===== config.mk =====
export PLATFORM = sky130hd
export DESIGN_NAME = matrix_upsample
export DESIGN_NICKNAME = d
export VERILOG_FILES = /design/src/rtl/matrix_upsample.sv
export SDC_FILE = /design/constraint.sdc
export NUM_CORES = 1
export LEC_CHECK = 0
export BUFFER_PORTS_ARGS = -buffer_cell sky130_fd_sc_hd__buf_4
export CORE_AREA = 3 3 106 134
export DETAILED_ROUTE_END_ITERATION = 7
export DIE_AREA = 0 0 109 137
export PLACE_DENSITY = 0.66
export SLEW_MARGIN = 0
export SYNTH_ARGS = -nofsm -noshare
export SYNTH_HDL_FRONTEND = slang
export SYNTH_SLANG_ARGS = --single-unit

===== constraint.sdc =====
create_clock -name clk -period 9.5 [get_ports clk]
set_input_delay 0.475 -clock clk [delete_from_list [all_inputs] [get_ports clk]]
set_output_delay 0.475 -clock clk [all_outputs]
set_load 0.1 [all_outputs]

===== src/rtl/matrix_upsample.sv =====
// Nearest-neighbour matrix upsampler: reads an R x C source matrix and writes an
// (R*K) x (C*K) destination, re-fetching each source row once per output row.
module matrix_upsample (
  input  logic               clk,
  input  logic               reset,
  input  logic               start,
  output logic               done,
  input  logic [13:0]        src_start_address,
  output logic [13:0]        src_address,
  input  logic signed [15:0] src_readdata,
  output logic               src_write_en,
  input  logic [5:0]         src_row_size,
  input  logic [5:0]         src_col_size,
  input  logic [3:0]         scale,
  input  logic [13:0]        dest_start_address,
  output logic [13:0]        dest_address,
  output logic signed [15:0] dest_writedata,
  output logic               dest_write_en
);

  typedef enum logic [2:0] {
    S_IDLE,
    S_ADDR,
    S_WAIT,
    S_LOAD,
    S_WRITE
  } state_t;

  state_t             state_q, state_d;
  logic [5:0]         rows_q, rows_d;
  logic [5:0]         cols_q, cols_d;
  logic [3:0]         k_q, k_d;
  logic               zero_q, zero_d;
  logic [13:0]        row_base_q, row_base_d;
  logic [13:0]        src_addr_q, src_addr_d;
  logic [13:0]        dest_addr_q, dest_addr_d;
  logic signed [15:0] data_q, data_d;
  logic               we_q, we_d;
  logic               done_q, done_d;
  // sy/ky: source row and sub-row within it; c: source column; kx: write within WRITE
  logic [5:0]         sy_q, sy_d;
  logic [3:0]         ky_q, ky_d;
  logic [5:0]         c_q, c_d;
  logic [3:0]         kx_q, kx_d;

  always_comb begin
    state_d     = state_q;
    rows_d      = rows_q;
    cols_d      = cols_q;
    k_d         = k_q;
    zero_d      = zero_q;
    row_base_d  = row_base_q;
    src_addr_d  = src_addr_q;
    dest_addr_d = dest_addr_q;
    data_d      = data_q;
    sy_d        = sy_q;
    ky_d        = ky_q;
    c_d         = c_q;
    kx_d        = kx_q;

    case (state_q)
      S_IDLE: begin
        src_addr_d  = src_start_address;
        dest_addr_d = dest_start_address;
        row_base_d  = src_start_address;
        if (start) begin
          rows_d  = src_row_size;
          cols_d  = src_col_size;
          k_d     = (scale > 4'd8) ? 4'd8 : scale;
          zero_d  = (src_row_size == 6'd0) || (src_col_size == 6'd0) || (scale == 4'd0);
          sy_d    = '0;
          ky_d    = '0;
          c_d     = '0;
          kx_d    = '0;
          state_d = S_ADDR;
        end
      end
      // An empty operation still spends one cycle out of IDLE so done visibly pulses low.
      S_ADDR:  state_d = zero_q ? S_IDLE : S_WAIT;
      S_WAIT:  state_d = S_LOAD;
      S_LOAD: begin
        data_d  = src_readdata;
        kx_d    = '0;
        state_d = S_WRITE;
      end
      S_WRITE: begin
        // Destination writes are strictly row-major, so the write pointer only increments.
        dest_addr_d = dest_addr_q + 14'd1;
        if (kx_q == k_q - 4'd1) begin
          state_d = S_ADDR;
          if (c_q == cols_q - 6'd1) begin
            c_d = '0;
            if (ky_q == k_q - 4'd1) begin
              if (sy_q == rows_q - 6'd1) begin
                state_d = S_IDLE;
              end else begin
                ky_d       = '0;
                sy_d       = sy_q + 6'd1;
                row_base_d = row_base_q + {8'd0, cols_q};
                src_addr_d = row_base_q + {8'd0, cols_q};
              end
            end else begin
              ky_d       = ky_q + 4'd1;
              src_addr_d = row_base_q;
            end
          end else begin
            c_d        = c_q + 6'd1;
            src_addr_d = src_addr_q + 14'd1;
          end
        end else begin
          kx_d = kx_q + 4'd1;
        end
      end
      default: state_d = S_IDLE;
    endcase

    we_d   = (state_d == S_WRITE);
    done_d = (state_d == S_IDLE);
  end

  always_ff @(posedge clk) begin
    if (reset) begin
      state_q     <= S_IDLE;
      rows_q      <= '0;
      cols_q      <= '0;
      k_q         <= '0;
      zero_q      <= 1'b0;
      row_base_q  <= '0;
      src_addr_q  <= src_start_address;
      dest_addr_q <= dest_start_address;
      data_q      <= '0;
      we_q        <= 1'b0;
      done_q      <= 1'b1;
      sy_q        <= '0;
      ky_q        <= '0;
      c_q         <= '0;
      kx_q        <= '0;
    end else begin
      state_q     <= state_d;
      rows_q      <= rows_d;
      cols_q      <= cols_d;
      k_q         <= k_d;
      zero_q      <= zero_d;
      row_base_q  <= row_base_d;
      src_addr_q  <= src_addr_d;
      dest_addr_q <= dest_addr_d;
      data_q      <= data_d;
      we_q        <= we_d;
      done_q      <= done_d;
      sy_q        <= sy_d;
      ky_q        <= ky_d;
      c_q         <= c_d;
      kx_q        <= kx_d;
    end
  end

  assign done           = done_q;
  assign src_address    = src_addr_q;
  assign src_write_en   = 1'b0;
  assign dest_address   = dest_addr_q;
  assign dest_writedata = data_q;
  assign dest_write_en  = we_q;

endmodule


### Yosys cells after proc, flatten, opt, wreduce, memory -nomap -nowiden

Cells that the tools add are included.

| operators by class | value |
|---|---|
| eq/ne operators | 18 |
| $lt $le $gt $ge | 1 |
| $add $sub $neg | 10 |
| multiplexer cells | 37 |
| reduce and logical (&&, ||, !) cells | 17 |

Operators with widths:

| cell | number |
|---|---|
| $mux W14 | 9 |
| $pmux W14 S2 | 3 |
| $mux W6 | 7 |
| $add A14 B1 Y14 const B | 2 |
| $mux W4 | 7 |
| $pmux W6 S2 | 2 |
| $pmux W3 S5 | 1 |
| $add A14 B6 Y14 | 1 |
| $add A6 B1 Y6 const B | 2 |
| $eq A6 B6 Y1 | 2 |
| $logic_not A6 Y1 | 2 |
| $ne A2 B2 Y1 const B | 6 |
| $pmux W4 S3 | 1 |
| $sub A6 B1 Y6 const B | 2 |
| $reduce_and A5 Y1 | 2 |
| $reduce_and A3 Y1 | 3 |
| $add A4 B1 Y4 const B | 2 |
| $eq A4 B4 Y1 | 2 |
| $pmux W4 S2 | 1 |
| $eq A3 B2 Y1 const B | 2 |
| $eq A3 B3 Y1 const B | 2 |
| $logic_not A3 Y1 | 2 |
| $mux W3 | 2 |
| $ne A3 B3 Y1 const B | 2 |
| other kinds (12) | 16 |

| word-level totals | value |
|---|---|
| register bits after elaboration | 100 |
| input port bits | 63 |
| output and inout bits | 47 |

### Longest topological paths before layout

Gate-level depths: netlist of run 1.

| depth | value |
|---|---|
| depth in word-level cells | 8 |
| gate-level depth with buffers | 11 |
| gate-level depth less buffers | 10 |

### Worst setup path before layout of run 1

Ideal clock, no wire load.

| timing | value |
|---|---|
| path kind | flip-flop to flip-flop |
| start point | register k_q[0] |
| end point | register src_addr_q[0], in the netlist src_address[0], enable pin |
| arrival | 2.826 ns |
| required time | 9.093 ns |
| setup time | 0.407 ns |
| setup slack | 6.267 ns |
| stages on the path, launching flop included | 10 |
| cells stage by stage | dfxtp_1 > inv_1 > ha_1 > xnor2_1 > xnor2_1 > nand4b_1 > buf_1 > a211oi_1 > a21o_1 > a21boi_0 |

| between the ends | value |
|---|---|
| word-level cells in the longest chain between the ends | 4 |

Ends and longest elaborated chain:

| element | RTL line | text |
|---|---|---|
| start: declaration | 32 | `logic [3:0] k_q, k_d;` |
| start signal: assignment | 142 | `k_q <= k_d;` |
| $sub A4 B1 Y4 * | 89, 93 |  |
| $eq A4 B4 Y1 (on tied branches) | 93, 89 |  |
| $ne A5 B5 Y1 (no line) or $ne A3 B3 Y1 (tied branches) | -- |  |
| $reduce_and A3 Y1 (no line) * | -- |  |
| end signal: assignment | 129 | `src_addr_q <= src_start_address;` |
| end signal: assignment | 145 | `src_addr_q <= src_addr_d;` |
| end: declaration | 35 | `logic [13:0] src_addr_q, src_addr_d;` |

Mark *: on every way between the ends. The rest lies on a longest branch, timed or not.
A chain may end at the register's enable or synchronous reset.

### Worst setup path in the final report of run 1

| timing | value |
|---|---|
| start point | register cols_q[0] |
| end point | register row_base_q[2] |

| between the ends | value |
|---|---|
| word-level cells in the longest chain between the ends | 6 |

Ends and longest elaborated chain:

| element | RTL line | text |
|---|---|---|
| start: declaration | 31 | `logic [5:0] cols_q, cols_d;` |
| start signal: assignment | 141 | `cols_q <= cols_d;` |
| $add A14 B6 Y14 | 99 | `row_base_d = row_base_q + {8'd0, cols_q};` |
| $mux W14 | 94 | `if (sy_q == rows_q - 6'd1) begin` |
| $mux W14 | 93 | `if (ky_q == k_q - 4'd1) begin` |
| $mux W14 | 91 | `if (c_q == cols_q - 6'd1) begin` |
| $mux W14 | 89 | `if (kx_q == k_q - 4'd1) begin` |
| $pmux W14 S2 | 61 | `case (state_q)` |
| end signal: assignment | 144 | `row_base_q <= row_base_d;` |
| end: declaration | 34 | `logic [13:0] row_base_q, row_base_d;` |

Parallel ways exist; a longest one is shown, timed or not. The select of a mux whose other input is x is not followed.

==> results of run 1 <==
worst max-delay path, delay by kind of cell, from the launching register on:
family	cells	cell delay, ps
AOI/OAI and AO/OA	4	1360
adders and majority gates	1	240
buffers and inverters	1	70
DFF	1	440
and+or+nand+nor	3	760
layout make-up:
cell class	instances	area, um2	share of cell area, %
Inverter	18	67.6	0.958
Clock inverter	7	57.6	0.816
Clock buffer	9	225	3.19
Tap cell	171	214	3.03
Timing Repair Buffer	113	848	12.0
Sequential cell	100	2280	32.4
Multi-Input combinational cell	554	3360	47.6
where the power goes:
part           switching, uW  leakage, uW  internal, uW
Sequential              36.1     0.000876           473
Combinational            222      0.00179           101
Clock                    177     0.000135           182
per-layer routing:
layer	track usage [%]	wire length [um]
met5	0	0
met4	6.95	222
met3	2.74	748
met2	34.0	7480
met1	25.4	6360
kinds of logic (layout without fill, tap and decap cells):
kind of cell             Yosys count  after routing  synth area share, %
buffers and inverters             54            147                 3.59
AND/OR/NAND/NOR                  303            303                 24.9
multiplexers                       8              8                 1.43
AO/OA/AOI/OAI                    164            164                 17.7
XOR/XNOR                          62             62                 9.76
other                              1              1               0.0641
adder cells (fa/ha/maj)           16             16                 3.55
flip-flops                       100            100                 39.0
registers in the layout, summed over array words and instances (netlist names), 3 cells and up:
signal and count:
dest_writedata 16, dest_address 14, row_base_q 14, src_address 14
c_q 6, cols_q 6, rows_q 6, sy_q 6
k_q 4, kx_q 4, ky_q 4, state_q 3
synthesized netlist by cell type (9+ instances only):
master    number
edfxtp_1      28
and3_1         9
dfxtp_1       72
a21oi_1       57
xor2_1        31
ha_1          15
o21ai_0       38
inv_1         18
nor3_1        31
clkbuf_1      30
xnor2_1       29
nand4_1       11
nand2b_1       9
nand2_1      135
nand3_1       22
nor2_1        39
how the worst max path moves through the flow:
stage	depth (start not counted)	endpoint
floorplan	9	src_address[0]
global placement	9	src_address[1]
detailed placement	9	src_address[1]
CTS	9	src_address[1]
global route	10	sy_q[1]
finish	9	row_base_q[2]
cell usage in the layout (no fill, tap or decap), types with 8 or more instances in the layout:
master     instances
a211oi_1           8
a21oi_1           57
and3_1             9
buf_4            113
clkbuf_16          9
dfxtp_1           72
edfxtp_1          28
ha_1              15
inv_1             18
nand2_1          135
nand2b_1           9
nand3_1           22
nand4_1           11
nor2_1            39
nor3_1            31
o21ai_0           38
o31ai_1            8
xnor2_1           29
xor2_1            31
per-stage QoR:
stage | std cells | utilization [%]
2_1_floorplan | 708 | -
5_1_grt | 972 | 53.8
6_report | 972 | 53.8
3_3_place_gp | 956 | 51.6
3_5_place_dp | 956 | 51.6
4_1_cts | 972 | 53.8
==> flow_summary.yaml, run 1 <==
status:
  status: "completed"
final_layout:
  nets: 875
  nFillCells: 1253
  area_growth_pct: 20.6
  final_area_um2: 7050
  drive_gt1_share_pct: 18.2
  insertedDiodeCount: 0
worst_hold_path:
  hold_start: "src_readdata[15]"
  min_path_type: "primary input to flip-flop"
  hold_end: "dest_writedata[15]"
  hold_path_depth: 3
critical_path:
  critical_path.cell_chain: "inv_1, ha_1, nand2b_1, o211a_1, o31ai_1, nand2_4, o31a_1, nand2b_1, a211oi_1"
  crit_path_frequent_cell: "nand2b_1"
  r2r.worst_path.cells: 9
  cp_slowest_cell: "o31a_1"
  crit_arrival_ps: 3230
  crit_fanout: 17
  cp-start-kind: "flip-flop"
  critPathKind: "flip-flop to flip-flop"
  r2r-start: "cols_q[0]"
  endpoint_kind: "flip-flop"
  regToRegSetupSlack_ps: 6530
  critPathRequiredTime_ps: 9750
  cpPeakStageDelay_ps: 460
  reg2reg_to: "row_base_q[2]"
  cp-startpoint: "cols_q[0]"
grt:
  grt_pass1_vias: 5004
  antenna_found_initial: 0
  grt_start_max_net_pins: 72
  track_usage_pct: 19.9
  grt_overflow_total: 0
  grt_pass1_wl_um: 23900
sta:
  slew_headroom_pct: 22.8
  tns_ps: 0
  slew_violations: 0
  post-route-min-period_ps: 2970
  rsz0062_at_grt: "no"
  finalClockSkew_ps: 7.92
  post-route-period-util_pct: 31.3
  fin_ws_ps: 6530
  clock.fmax_mhz: 336
  hold-worst-slack_ps: 359
  worstMarginPinSlew_ps: 1150
  setup_viol: 0
  hold_violations: 0
pwr:
  p_leak_uw: 0.00280
  power.density_nw_per_um2: 169
  power.total_uw: 1190
  irDropWorstVdd_uv: 85.1
place:
  post_dp_cell_area_um2: 6770
  io_buffers: 108
  place.gp.congestion: 0.837
  dp_hpwl_um: 10900
  post-place-ws_ps: 6530
logic_synthesis:
  synth_edf_count: 28
  synth_fp_nets: 787
  yosysSeqAreaShare_pct: 39.0
  ys_ff_latch: 100
  yosysTopAreaCellShare_pct: 24.6
  yosysWarnings: 0
  async_flop_share_pct: 0
  syn-cell-area_um2: 5850
  synth_cell_types: 68
  syn_avg_cell_area_um2: 8.26
  netlist_instances: 708
  synthTopCellsByArea: "dfxtp_1, edfxtp_1, nand2_1"
  yosysTopAreaCell: "dfxtp_1"
  synth_ff_type: "dfxtp_1"
die:
  die-area_um2: 14900
  start_util_pct: 44.6
  row_count: 47
  die_w_um: 109
  coreArea_um2: 13100
  die_h_um: 137
  ioPinCount: 110
drt:
  wire_per_inst_um: 15.2
  first_pass_iters: 6
  drc_errors: 0
  via_per_inst: 5.48
  routed_wirelength_um: 14800
  via_count: 5329
  first_iter_violations: 259
  ant_nets: 0
clock_tree:
  postCtsSetupBuffers: 0
  clock_latency_ps: 350
  cts_max_level: 3
  path_clk_slew_ps: 70
  cts-hold-fix-buffers: 0
  clockBufferDepth: 2
  clock_sinks: 100
  cts_root_buf: "clkbuf_16"
  cts-resized-gates: 0
  numCtsBuffers: 9
  cts_tree: "yes"
flow_run:
  cap_violations: 0
Power figures use the tool's default switching activity.
==> run 2: changes to the inputs <==
Clock period 9.5 ns to 2.8 ns, I/O delays scaled along.
==> run 2 against run 1 <==
Routed wire length grew 2.7%; die area did not move; non-clock buffer count up 19; flip-flop and latch count unchanged; power rose to 3.4 times the previous value; first-iteration DRC count is 5.4% lower; critical path depth did not move.
==> flow_summary.yaml, run 2 (same netlist as run 1, synthesis figures left out) <==
status:
  status: "completed"
sta:
  post-route-min-period_ps: 2620
  tns_ps: 0
  post-route-period-util_pct: 93.7
  worstMarginPinSlew_ps: 628
  hold-worst-slack_ps: 35.1
  finalClockSkew_ps: 8.92
  rsz0062_at_grt: "no"
  hold_violations: 0
  slew_headroom_pct: 58.1
  slew_violations: 0
  clock.fmax_mhz: 381
  setup_viol: 0
grt:
  grt_start_max_net_pins: 54
  grt_pass1_wl_um: 24600
  grt_overflow_total: 0
  track_usage_pct: 20.5
  grt_pass1_vias: 5236
  antenna_found_initial: 0
critical_path:
  critical_path.cell_chain: "inv_1, ha_1, xnor2_2, xor2_1, nand3_1, or2_2, or3_4, or4_1, o211ai_1"
  critPathRequiredTime_ps: 3070
  crit_arrival_ps: 2890
  cp-start-kind: "flip-flop"
  critPathKind: "flip-flop to flip-flop"
  cp_slowest_cell: "or4_1"
  crit_fanout: 13
  endpoint_kind: "flip-flop"
  cpPeakStageDelay_ps: 480
drt:
  ant_nets: 0
  first_pass_iters: 4
  first_iter_violations: 245
  via_per_inst: 5.44
  wire_per_inst_um: 15.4
  via_count: 5392
  drc_errors: 0
  routed_wirelength_um: 15200
final_layout:
  largest_reg_flops: 16
  area_growth_pct: 23.6
  layout_common_cells: "nand2_1, buf_4, dfxtp_1"
  instances_no_fill: 991
  drive_gt1_share_pct: 20.9
  insertedDiodeCount: 0
  final_area_um2: 7230
  nFillCells: 1228
  multi_input_area_um2: 3380
  nets: 894
  final_common_cell: "nand2_1"
  regArea_um2: 2280
clock_tree:
  clockBufferDepth: 2
  cts_tree: "yes"
  numCtsBuffers: 9
  cts_max_level: 3
  clock_sinks: 100
  cts_root_buf: "clkbuf_16"
  path_clk_slew_ps: 70
  clock_latency_ps: 350
place:
  io_buffers: 108
  dp_hpwl_um: 11400
  place.gp.congestion: 0.824
  placed_cells: 975
  post_dp_cell_area_um2: 6930
pwr:
  power.density_nw_per_um2: 563
  irDropWorstVdd_uv: 333
  power.total_uw: 4070
  p_leak_uw: 0.00291
die:
  die_w_um: 109
  ioPinCount: 110
  die_h_um: 137
  die-area_um2: 14900
  start_util_pct: 44.6
  coreArea_um2: 13100
  row_count: 47
worst_hold_path:
  min_path_type: "primary input to flip-flop"
flow_run:
  cap_violations: 0
==> run 2: cell count changes in the layout (fill, tap and decap cells not counted), moves of 2 or more <==
cell       change
dfxtp_1        -2
a2111oi_1      +2
dfxtp_2        +2
a2111oi_0      -2
buf_4         +18
==> run 2: report_power, final <==
group	internal [uW]	switching, uW	leakage [uW]	total [uW]
logic	369	773	0.00190	1140
registers	1610	123	0.000877	1730
clock network	616	578	0.000133	1190
==> run 2: final cells by class <==
type,count,area share [%]
multi-input cells,554,46.8
flip-flops and latches,100,31.6
repair buffers,132,13.9
clock buffers,10,3.19
well taps,171,2.96
inverters,18,0.935
clock inverters,6,0.658
==> run 2: timing repair <==
action | CTS | global route
hold buffers | 0 | 0
buffers inserted | 0 | 0
endpoints found under the hold margin | 0 | 0
resized for setup | 0 | 9
endpoints found under the setup margin | 0 | 13
==> run 2: worst max-delay path, delay by kind of cell (launching register included) <==
kind / cells / cell delay (ps)
AND/OR/NAND/NOR: 4 / 1410
buffers and inverters: 1 / 50
XOR/XNOR: 2 / 420
AO/OA/AOI/OAI: 1 / 90
flip-flops: 1 / 360
adder cells (fa/ha/maj): 1 / 210
==> run 2: layer usage <==
metal / vias up / routed length (um) / track usage [%]
li1: 2742 / - / -
met1: 2525 / 6540 / 25.0
met2: 102 / 7740 / 36.5
met3: 23 / 596 / 2.97
met4: 0 / 340 / 7.09
met5: - / 0 / 0
==> run 2: worst paths after layout <==
path,from,end,slack (ps),cells past startpoint
hold reg to reg,dest_writedata[10],dest_writedata[10],460,2
setup / recovery,k_q[1],row_base_q[12],180,9
hold / removal,src_readdata[5],dest_writedata[5],40,3
setup reg to reg,k_q[1],row_base_q[12],180,9
==> run 2: through the flow <==
stage | util (%) | setup slack (ps)
final | 55.1 | 177
after global placement | 52.8 | 92.2
after CTS | 54.9 | 28.2
after global routing | 55.1 | 20.6
after detailed placement | 52.8 | 41.7
after floorplan | - | 223
==> run 3: changes to the inputs <==
Settings changed: CORE_AREA 3 3 106 134 to 3 3 129 163, DIE_AREA 0 0 109 137 to 0 0 132 166, PLACE_DENSITY 0.66 to default, SLEW_MARGIN 0 to default.
==> run 3 against run 2 <==
Via count is 0.91% lower; count of clock-buffer cells in the layout stayed put; clock skew is 6.1 ps higher; critical path depth stayed put; largest power group unchanged.
==> flow_summary.yaml, run 3 (same netlist as run 1, synthesis figures left out) <==
critical_path:
  r2r-start: "k_q[0]"
  r2r.worst_path.cells: 9
  critical_path.cell_chain: "inv_1, ha_1, xnor2_1, nor2_1, nand3_1, or2_2, or3_4, or4_1, o211ai_1"
  reg2reg_to: "row_base_q[12]"
  critPathKind: "flip-flop to flip-flop"
  critPathTopFamily: "simple AND/OR/NAND/NOR gates"
  cp-start-kind: "flip-flop"
  crit_fanout: 13
  worst-path-buf-inv: 1
  endpoint_kind: "flip-flop"
  regToRegSetupSlack_ps: 200
  cpPeakStageDelay_ps: 490
  critPathRequiredTime_ps: 3080
  crit_arrival_ps: 2870
  cp_slowest_cell: "or4_1"
final_layout:
  insertedDiodeCount: 0
  drive_gt1_share_pct: 20.7
  nFillCells: 2032
  final_common_cell: "buf_4"
  layout_common_cells: "buf_4, nand2_1, dfxtp_1"
  area_growth_pct: 26.3
  multi_input_area_um2: 3370
  instances_no_fill: 1090
  final_area_um2: 7390
  final_util_pct: 37.9
  largest_reg_flops: 16
  nets: 900
  regArea_um2: 2280
drt:
  wl_met1_um: 7220
  drc_errors: 0
  via_count: 5343
  ant_nets: 0
  via_per_inst: 4.90
  wl_met3_um: 655
  top_layer_used: "met4"
  wire_per_inst_um: 14.5
  routed_wirelength_um: 15800
  first_iter_violations: 223
  first_pass_iters: 5
  wl_met2_um: 7730
clock_tree:
  cts_tree: "yes"
  clockBufferDepth: 2
  clock_sinks: 100
  path_clk_slew_ps: 70
  cts_max_level: 3
  postCtsSetupBuffers: 0
  clock_latency_ps: 360
  numCtsBuffers: 9
  cts_root_buf: "clkbuf_16"
place:
  dp_hpwl_um: 12000
  io_buffers: 108
  post_dp_cell_area_um2: 7090
  placed_cells: 1075
  place.gp.congestion: 0.792
worst_hold_path:
  hold_end: "dest_writedata[10]"
  hold_start: "src_readdata[10]"
  min_path_type: "primary input to flip-flop"
  hold_path_depth: 3
pwr:
  p_leak_uw: 0.00294
  irDropWorstVdd_uv: 284
  power.density_nw_per_um2: 559
  switching_share_pct: 35.2
  comb_power_share_pct: 27.8
  clock_power_share_pct: 30.4
  power_frac_seq_pct: 41.8
  power.switching_uw: 1450
  intPower_uw: 2680
  power.total_uw: 4130
grt:
  track_usage_pct: 14.4
  grt_pass1_vias: 5138
  grt_pass1_wl_um: 26100
  antenna_found_initial: 0
  grt_overflow_total: 0
  grt_start_max_net_pins: 37
sta:
  clock.fmax_mhz: 385
  hold_violations: 0
  post-route-min-period_ps: 2600
  rsz0062_at_grt: "no"
  tns_ps: 0
  finalClockSkew_ps: 15.0
  slew_violations: 0
  setup_viol: 0
  post-route-period-util_pct: 92.7
die:
  die-area_um2: 21900
  coreArea_um2: 19500
  die_h_um: 166
  start_util_pct: 30.0
  die_w_um: 132
  ioPinCount: 110
  row_count: 57
flow_run:
  cap_violations: 0
status:
  status: "completed"
==> run 3: power groups by stage <==
| stage | Sequential [uW] | Clock [uW] | Combinational [uW] |
|---|---|---|---|
| after floorplan | 2110 | 0 | 464 |
| after global placement | 1750 | 0 | 1150 |
| after detailed placement | 1760 | 0 | 1150 |
| after CTS | 1720 | 1300 | 1150 |
| after global routing | 1750 | 1360 | 1240 |
| final | 1720 | 1260 | 1150 |
==> run 3: how the worst max path moves through the flow <==
stage	endpoint	start	cells past startpoint	slack, ps
3_3_place_gp	row_base_q[12]	row_base_q[0]	10	190
4_1_cts	row_base_q[12]	row_base_q[0]	10	130
3_5_place_dp	row_base_q[12]	row_base_q[0]	10	150
5_1_grt	row_base_q[6]	cols_q[0]	11	10
6_report	row_base_q[12]	k_q[0]	9	200
2_1_floorplan	src_address[0]	k_q[0]	9	220
==> run 3: final cells by class <==
class / count / area share [%]
Multi-Input combinational cell: 554 / 45.6
Timing Repair Buffer: 138 / 14.2
Sequential cell: 100 / 30.9
Inverter: 18 / 0.915
Clock buffer: 10 / 3.10
Clock inverter: 5 / 0.796
Tap cell: 265 / 4.49
==> run 3: repair_timing <==
item                                    in CTS  in global routing
hold buffers                                 0                  0
endpoints found under the setup margin       0                  2
resized for setup                            0                  3
hold endpoints to repair                     0                  0
==> run 3: layer usage <==
layer	up-vias	global-route usage [%]
li1	2749	-
met2	108	25.0
met3	14	3.06
met5	-	0
met1	2472	18.1
met4	0	3.79
==> run 3: metrics by stage <==
stage	hold slack [ps]	setup WS [ps]
after floorplan	276	223
after global placement	387	187
after detailed placement	396	152
after CTS	14.6	128
after global routing	24.4	12.4
final	27.6	205
==> run 3: worst min-delay path: cells and delay by family <==
kind                   cells  cell delay [ps]
buffers and inverters      1              110
and+or+nand+nor            1               40
AOI/OAI and AO/OA          1               50
